<file path="src/rtl/pll_lock_ctrl.sv">
// pll_lock_ctrl: lock acquisition and supervision sequencer for a digital PLL.
// Walks the loop through preset, wide-gain and narrow-gain acquisition into
// qualified lock, watches for lock loss and reference loss, and counts retries.
// All outputs are registered and reflect the state held in the same cycle.

module pll_lock_ctrl #(
  parameter int LOCK_CNT   = 16,
  parameter int UNLOCK_CNT = 4,
  parameter int HOLD_CYC   = 8,
  parameter int ACQ_EDGES  = 1024,
  parameter int EDGE_TO    = 4096
) (
  input  logic       clk,
  input  logic       rst,
  input  logic       enable,
  input  logic       ref_edge,
  input  logic       lock_in,
  output logic       pll_hold,
  output logic [1:0] gain_sel,
  output logic       lock_good,
  output logic       lost_lock,
  output logic       no_ref,
  output logic [2:0] state,
  output logic [7:0] retry_cnt
);

  typedef enum logic [2:0] {
    ST_IDLE       = 3'd0,
    ST_PRESET     = 3'd1,
    ST_ACQ_WIDE   = 3'd2,
    ST_ACQ_NARROW = 3'd3,
    ST_LOCKED     = 3'd4,
    ST_NOREF      = 3'd5
  } state_t;

  // Terminal counter values: a counter sitting at *_LAST means the current
  // event is the one that completes the threshold.
  localparam logic [7:0]  HOLD_LAST   = 8'(HOLD_CYC - 1);
  localparam logic [7:0]  LOCK_LAST   = 8'(LOCK_CNT - 1);
  localparam logic [7:0]  UNLOCK_LAST = 8'(UNLOCK_CNT - 1);
  localparam logic [7:0]  LOCK_MAX    = 8'(LOCK_CNT);
  localparam logic [7:0]  UNLOCK_MAX  = 8'(UNLOCK_CNT);
  localparam logic [15:0] BUDGET_LAST = 16'(ACQ_EDGES - 1);
  localparam logic [15:0] BUDGET_MAX  = 16'(ACQ_EDGES);
  localparam logic [15:0] TMR_LAST    = 16'(EDGE_TO - 1);
  localparam logic [7:0]  RETRY_MAX   = 8'd255;

  state_t      state_r;
  state_t      nxt_state_s;
  logic [7:0]  hold_cnt_r;
  logic [7:0]  good_cnt_r;
  logic [7:0]  bad_cnt_r;
  logic [15:0] budget_cnt_r;
  logic [15:0] edge_tmr_r;

  logic        good_edge_s;
  logic        bad_edge_s;
  logic        good_last_s;
  logic        bad_last_s;
  logic        budget_last_s;
  logic        hold_done_s;
  logic        timeout_s;

  // PLL hold is asserted whenever the loop must not track the reference.
  function automatic logic hold_of(input state_t s);
    logic h;
    case (s)
      ST_IDLE, ST_PRESET, ST_NOREF: h = 1'b1;
      default:                      h = 1'b0;
    endcase
    return h;
  endfunction

  // Loop gain schedule: wide until narrow acquisition, narrowest once locked.
  function automatic logic [1:0] gain_of(input state_t s);
    logic [1:0] g;
    case (s)
      ST_ACQ_NARROW: g = 2'd1;
      ST_LOCKED:     g = 2'd0;
      default:       g = 2'd2;
    endcase
    return g;
  endfunction

  assign state = state_r;

  // Classify the current reference event and detect threshold crossings.
  always_comb begin
    good_edge_s   = ref_edge & lock_in;
    bad_edge_s    = ref_edge & ~lock_in;
    good_last_s   = good_edge_s & (good_cnt_r == LOCK_LAST);
    bad_last_s    = bad_edge_s & (bad_cnt_r == UNLOCK_LAST);
    budget_last_s = ref_edge & (budget_cnt_r == BUDGET_LAST);
    hold_done_s   = (hold_cnt_r == HOLD_LAST);
    // A reference edge in the would-be timeout cycle always rescues the timer.
    timeout_s     = ~ref_edge & (edge_tmr_r == TMR_LAST);
  end

  // Next-state decision; enable low overrides every acquisition rule.
  always_comb begin
    nxt_state_s = state_r;
    if (!enable) begin
      nxt_state_s = ST_IDLE;
    end else begin
      case (state_r)
        ST_IDLE: begin
          nxt_state_s = ST_PRESET;
        end
        ST_PRESET: begin
          if (hold_done_s) begin
            nxt_state_s = ST_ACQ_WIDE;
          end else begin
            nxt_state_s = ST_PRESET;
          end
        end
        ST_ACQ_WIDE: begin
          if (timeout_s) begin
            nxt_state_s = ST_NOREF;
          end else if (good_last_s) begin
            nxt_state_s = ST_ACQ_NARROW;
          end else if (budget_last_s) begin
            nxt_state_s = ST_PRESET;
          end else begin
            nxt_state_s = ST_ACQ_WIDE;
          end
        end
        ST_ACQ_NARROW: begin
          if (timeout_s) begin
            nxt_state_s = ST_NOREF;
          end else if (bad_edge_s) begin
            nxt_state_s = ST_ACQ_WIDE;
          end else if (good_last_s) begin
            nxt_state_s = ST_LOCKED;
          end else begin
            nxt_state_s = ST_ACQ_NARROW;
          end
        end
        ST_LOCKED: begin
          if (timeout_s) begin
            nxt_state_s = ST_NOREF;
          end else if (bad_last_s) begin
            nxt_state_s = ST_ACQ_WIDE;
          end else begin
            nxt_state_s = ST_LOCKED;
          end
        end
        ST_NOREF: begin
          if (ref_edge) begin
            nxt_state_s = ST_PRESET;
          end else begin
            nxt_state_s = ST_NOREF;
          end
        end
        default: begin
          nxt_state_s = ST_IDLE;
        end
      endcase
    end
  end

  // State register, registered Moore outputs, retry counter and per-state counters.
  always_ff @(posedge clk) begin
    if (rst) begin
      state_r      <= ST_IDLE;
      pll_hold     <= 1'b1;
      gain_sel     <= 2'd2;
      lock_good    <= 1'b0;
      lost_lock    <= 1'b0;
      no_ref       <= 1'b0;
      retry_cnt    <= 8'd0;
      hold_cnt_r   <= 8'd0;
      good_cnt_r   <= 8'd0;
      bad_cnt_r    <= 8'd0;
      budget_cnt_r <= 16'd0;
      edge_tmr_r   <= 16'd0;
    end else begin
      state_r   <= nxt_state_s;
      pll_hold  <= hold_of(nxt_state_s);
      gain_sel  <= gain_of(nxt_state_s);
      lock_good <= (nxt_state_s == ST_LOCKED);
      no_ref    <= (nxt_state_s == ST_NOREF);
      // Loss of lock is flagged only when leaving LOCKED for a fault, not on disable.
      lost_lock <= (state_r == ST_LOCKED) &&
                   ((nxt_state_s == ST_ACQ_WIDE) || (nxt_state_s == ST_NOREF));

      if (nxt_state_s == ST_IDLE) begin
        retry_cnt <= 8'd0;
      end else if ((state_r == ST_ACQ_WIDE) && (nxt_state_s == ST_PRESET) &&
                   (retry_cnt != RETRY_MAX)) begin
        retry_cnt <= retry_cnt + 8'd1;
      end else begin
        retry_cnt <= retry_cnt;
      end

      if (nxt_state_s != state_r) begin
        // Every state entry starts with all run/budget/timer counters at zero.
        hold_cnt_r   <= 8'd0;
        good_cnt_r   <= 8'd0;
        bad_cnt_r    <= 8'd0;
        budget_cnt_r <= 16'd0;
        edge_tmr_r   <= 16'd0;
      end else begin
        case (state_r)
          ST_PRESET: begin
            if (hold_cnt_r != HOLD_LAST) begin
              hold_cnt_r <= hold_cnt_r + 8'd1;
            end
          end
          ST_ACQ_WIDE: begin
            if (ref_edge) begin
              edge_tmr_r <= 16'd0;
              if (budget_cnt_r != BUDGET_MAX) begin
                budget_cnt_r <= budget_cnt_r + 16'd1;
              end
              if (!lock_in) begin
                good_cnt_r <= 8'd0;
              end else if (good_cnt_r != LOCK_MAX) begin
                good_cnt_r <= good_cnt_r + 8'd1;
              end
            end else begin
              edge_tmr_r <= edge_tmr_r + 16'd1;
            end
          end
          ST_ACQ_NARROW: begin
            if (ref_edge) begin
              edge_tmr_r <= 16'd0;
              if (lock_in && (good_cnt_r != LOCK_MAX)) begin
                good_cnt_r <= good_cnt_r + 8'd1;
              end
            end else begin
              edge_tmr_r <= edge_tmr_r + 16'd1;
            end
          end
          ST_LOCKED: begin
            if (ref_edge) begin
              edge_tmr_r <= 16'd0;
              if (lock_in) begin
                bad_cnt_r <= 8'd0;
              end else if (bad_cnt_r != UNLOCK_MAX) begin
                bad_cnt_r <= bad_cnt_r + 8'd1;
              end
            end else begin
              edge_tmr_r <= edge_tmr_r + 16'd1;
            end
          end
          default: begin
            hold_cnt_r   <= hold_cnt_r;
            good_cnt_r   <= good_cnt_r;
            bad_cnt_r    <= bad_cnt_r;
            budget_cnt_r <= budget_cnt_r;
            edge_tmr_r   <= edge_tmr_r;
          end
        endcase
      end
    end
  end

endmodule

</file>
<file path="config.mk">
export PLATFORM = sky130hd
export DESIGN_NAME = pll_lock_ctrl
export DESIGN_NICKNAME = d
export VERILOG_FILES = /design/src/rtl/pll_lock_ctrl.sv
export SDC_FILE = /design/constraint.sdc
export NUM_CORES = 1
export LEC_CHECK = 0
export BUFFER_PORTS_ARGS = -buffer_cell sky130_fd_sc_hd__buf_4
export CAP_MARGIN = 40
export CORE_MARGIN = 3
export CORE_UTILIZATION = 60
export DETAILED_ROUTE_END_ITERATION = 8
export GPL_TIMING_DRIVEN = 0
export PLACE_DENSITY = 0.84
export SETUP_SLACK_MARGIN = 0.2
export SLEW_MARGIN = 20
export SYNTH_ARGS = -nofsm -noshare
export SYNTH_HDL_FRONTEND = slang
export SYNTH_SLANG_ARGS = --single-unit
export TNS_END_PERCENT = 50
</file>
<file path="constraint.sdc">
create_clock -name clk -period 4.82 [get_ports clk]
set_clock_uncertainty 0.2 [all_clocks]
set_input_delay 0.241 -clock clk [delete_from_list [all_inputs] [get_ports clk]]
set_output_delay 0.241 -clock clk [all_outputs]
set_load 0.03 [all_outputs]
</file>
==> flow_summary.json <==
{
  "outcome": "complete, no violations",
  "cpPeakStageDelay_ns": 0.47,
  "vias_in_the_first_global_route": 3385,
  "drt-pass1-iter-count": 5,
  "finish.net_count": 524,
  "detailed_route_drc_error_count": 0,
  "number_of_cells_traversed_by_the_worst_register_to_register_path": 10,
  "floorplan.die.width_um": 89.1,
  "post_synth_instance_area_mm2": 0.00415,
  "path_cells": "ha_1 > and3_1 > clkbuf_1 > and2_1 > nand2_1 > o41ai_1 > a211o_1 > buf_2 > buf_4 > nor3_2",
  "detailed_place_hpwl_um": 6690,
  "portBuffers": 20,
  "place_inst": 575,
  "total_leakage_power_nw": 1.53,
  "synth-seq-area-share_pct": 35.3,
  "report.final.hold_viol_count": 0,
  "fp.dieArea_mm2": 0.00794,
  "period_minus_slack_ns": 2.96,
  "worst_setup_hold_path_clk_slew_ns": 0.08,
  "main_synth_ff_type": "dfxtp_1",
  "min-delay-path-class": "input port to flip-flop",
  "cap_violations": 0,
  "endpoint": "good_cnt_r[6]",
  "clock_tree_sinks": 73,
  "vias_per_cell": 6.06,
  "worstSkewPairLatency_ns": 0.35,
  "critical_path.n_buffers_inverters": 3,
  "grt_first_pass_wirelength_um": 15300,
  "globalplace.congestion": 0.860,
  "filler_cell_count": 520,
  "worstSetupPathDepth": 10,
  "synth.ff_latch_count": 73,
  "timing.critical_path.max_delay_family": "buffers and inverters",
  "syn_nets": 492,
  "unrepaired_setup_endpoints_after_global_routing": "no",
  "tns_ns": 0,
  "post-cts-setup-buffer-count": 0,
  "synthToLayoutAreaGrowth_pct": 10.9,
  "library_cells_used_by_synthesis": 57,
  "num_vias": 3586,
  "worst_pin_slew_ns": 0.731,
  "route.final.wire_length_um": 9190,
  "setup.worst_path.start_class": "flip-flop",
  "initial_core_util_pct": 63.5,
  "tritoncts_clock_tree": "built",
  "antenna_cells": 0,
  "io-pin-count": 22,
  "cp_data_required_time_ns": 4.85,
  "relSlewSlack_pct": 50.9,
  "die_h_um": 89.1,
  "max_freq_mhz": 338,
  "edff_count_synth": 0,
  "drt-wirelength-per-cell_um": 15.5,
  "regToRegSetupSlack_ns": 1.86,
  "gr-usage-all-layers_pct": 24.4,
  "critPathSlowestCell": "o41ai_1",
  "placed_area_mm2": 0.00439,
  "total_congestion_overflow": 0,
  "synth_area_per_cell_um2": 8.67,
  "report.final.slew_viol_count": 0,
  "clock_tree.buffer_depth": 2,
  "timing.rr.start": "edge_tmr_r[0]",
  "path_class": "flip-flop to flip-flop",
  "drive_gt1_share_pct": 18.6,
  "ys_warn_count": 0,
  "tritoncts.num_buffers": 9,
  "core_mm2": 0.00653,
  "cp-end-kind": "flip-flop",
  "syn_inst": 478,
  "power_per_cell_area_mw_per_mm2": 245,
  "num_rows": 29,
  "h-tree-depth": 3,
  "finalCoreUtilization_pct": 70.4,
  "period_share_pct": 61.4,
  "critical_path_arrival_ns": 2.99,
  "final_cell_count_no_fill": 592,
  "power.ir.vdd_worst_uv": 180,
  "postRouteAntennaNets": 0,
  "setup_viol": 0,
  "grt_max_degree": 13,
  "worstSetupStartpoint": "edge_tmr_r[0]",
  "cts_root_buffer": "clkbuf_8",
  "initialDrtViolationCount": 189,
  "design_area_final_mm2": 0.00460,
  "critical_path.max_fanout": 10,
  "r2r_end": "good_cnt_r[6]",
  "antenna_found_initial": 0,
  "synth-async-reset-ratio_pct": 0
}
-- routing by layer --
layer  up-vias  track usage, %  routed length, um
li1       1786               -                  -
met1      1699            30.0               4140
met2        79            40.7               4440
met3        22            5.99                412
met4         0            10.0                207
met5         -               0                  0
-- how the worst min path moves through the flow --
stage | end | from | depth (start not counted) | slack [ns]
2_1_floorplan | state[0] | rst | 1 | 0.11
3_3_place_gp | state[0] | rst | 2 | 0.27
3_5_place_dp | state[0] | rst | 2 | 0.27
4_1_cts | state[2] | enable | 4 | 0.16
5_1_grt | state[2] | enable | 4 | 0.20
6_report | state[2] | enable | 4 | 0.17
-- kinds of logic (layout without fill, tap and decap cells) --
logic type	count (synthesis)	in the layout	synth area share, %
adders and majority gates	9	9	2.72
DFF	73	73	35.3
buffers and inverters	41	78	5.13
AOI/OAI and AO/OA	61	61	9.78
xor gates and xnor gates	45	45	9.51
and+or+nand+nor	245	245	36.6
muxes	4	4	0.966
-- through the flow --
| stage | power (mW) | hold slack, ns | setup WS [ns] |
|---|---|---|---|
| 2_1_floorplan | 0.651 | 0.113 | 2.36 |
| 3_3_place_gp | 0.665 | 0.266 | 2.02 |
| 3_5_place_dp | 0.665 | 0.269 | 1.96 |
| 4_1_cts | 1.14 | 0.162 | 1.92 |
| 5_1_grt | 1.17 | 0.196 | 1.70 |
| 6_report | 1.13 | 0.175 | 1.86 |
-- cells in the mapped netlist, types with 14 or more instances --
cell type  instances  area [um^2]
dfxtp_1           73         1460
nand2_1           41          154
nor3_2            40          400
nor2_1            33          124
xnor2_1           32          280
nor3_1            25          125
nand3_1           22          110
inv_1             19         71.3
a21oi_1           18         90.1
o21ai_0           14         70.1
-- final cells by class --
cell class	count	area, um^2	area share (%)
clock inverter	6	57.6	1.25
multi-input combinational	364	2470	53.8
sequential	73	1460	31.8
buffer	22	141	3.08
inverter	19	71.3	1.55
clock buffer	10	138	2.99
tap	77	96.3	2.10
timing repair buffer	21	160	3.48
-- tightest hold or removal path, stage by stage --
cell,delay (ns)
buf_4,0.13
nand2_1,0.09
a21o_1,0.12
a21oi_1,0.08
-- layout by cell type (no fill, tap or decap), types with 18 or more instances in the layout --
cell / Yosys / routed
a21oi_1: 18 / 18
buf_4: 5 / 25
dfxtp_1: 73 / 73
inv_1: 19 / 19
nand2_1: 41 / 41
nand3_1: 22 / 22
nor2_1: 33 / 33
nor3_1: 25 / 25
nor3_2: 40 / 40
xnor2_1: 32 / 32
-- flip-flops by register name, summed over array words and instances, names as in the netlist --
name	count
budget_cnt_r	16
edge_tmr_r	16
bad_cnt_r	8
good_cnt_r	8
hold_cnt_r	8
retry_cnt	8
state	3
gain_sel	2
lock_good	1
lost_lock	1
no_ref	1
pll_hold	1
-- where the power goes --
| part | switching [mW] | total, mW | internal, mW |
|---|---|---|---|
| clock | 0.226 | 0.476 | 0.249 |
| sequential | 0.00128 | 0.605 | 0.603 |
| combinational | 0.0332 | 0.0476 | 0.0144 |
-- repair_timing --
action / CTS / global route
endpoints found under the hold margin: 5 / 0
hold buffers: 1 / 0
resized for setup: 0 / 0
Power figures use the tool's default switching activity.
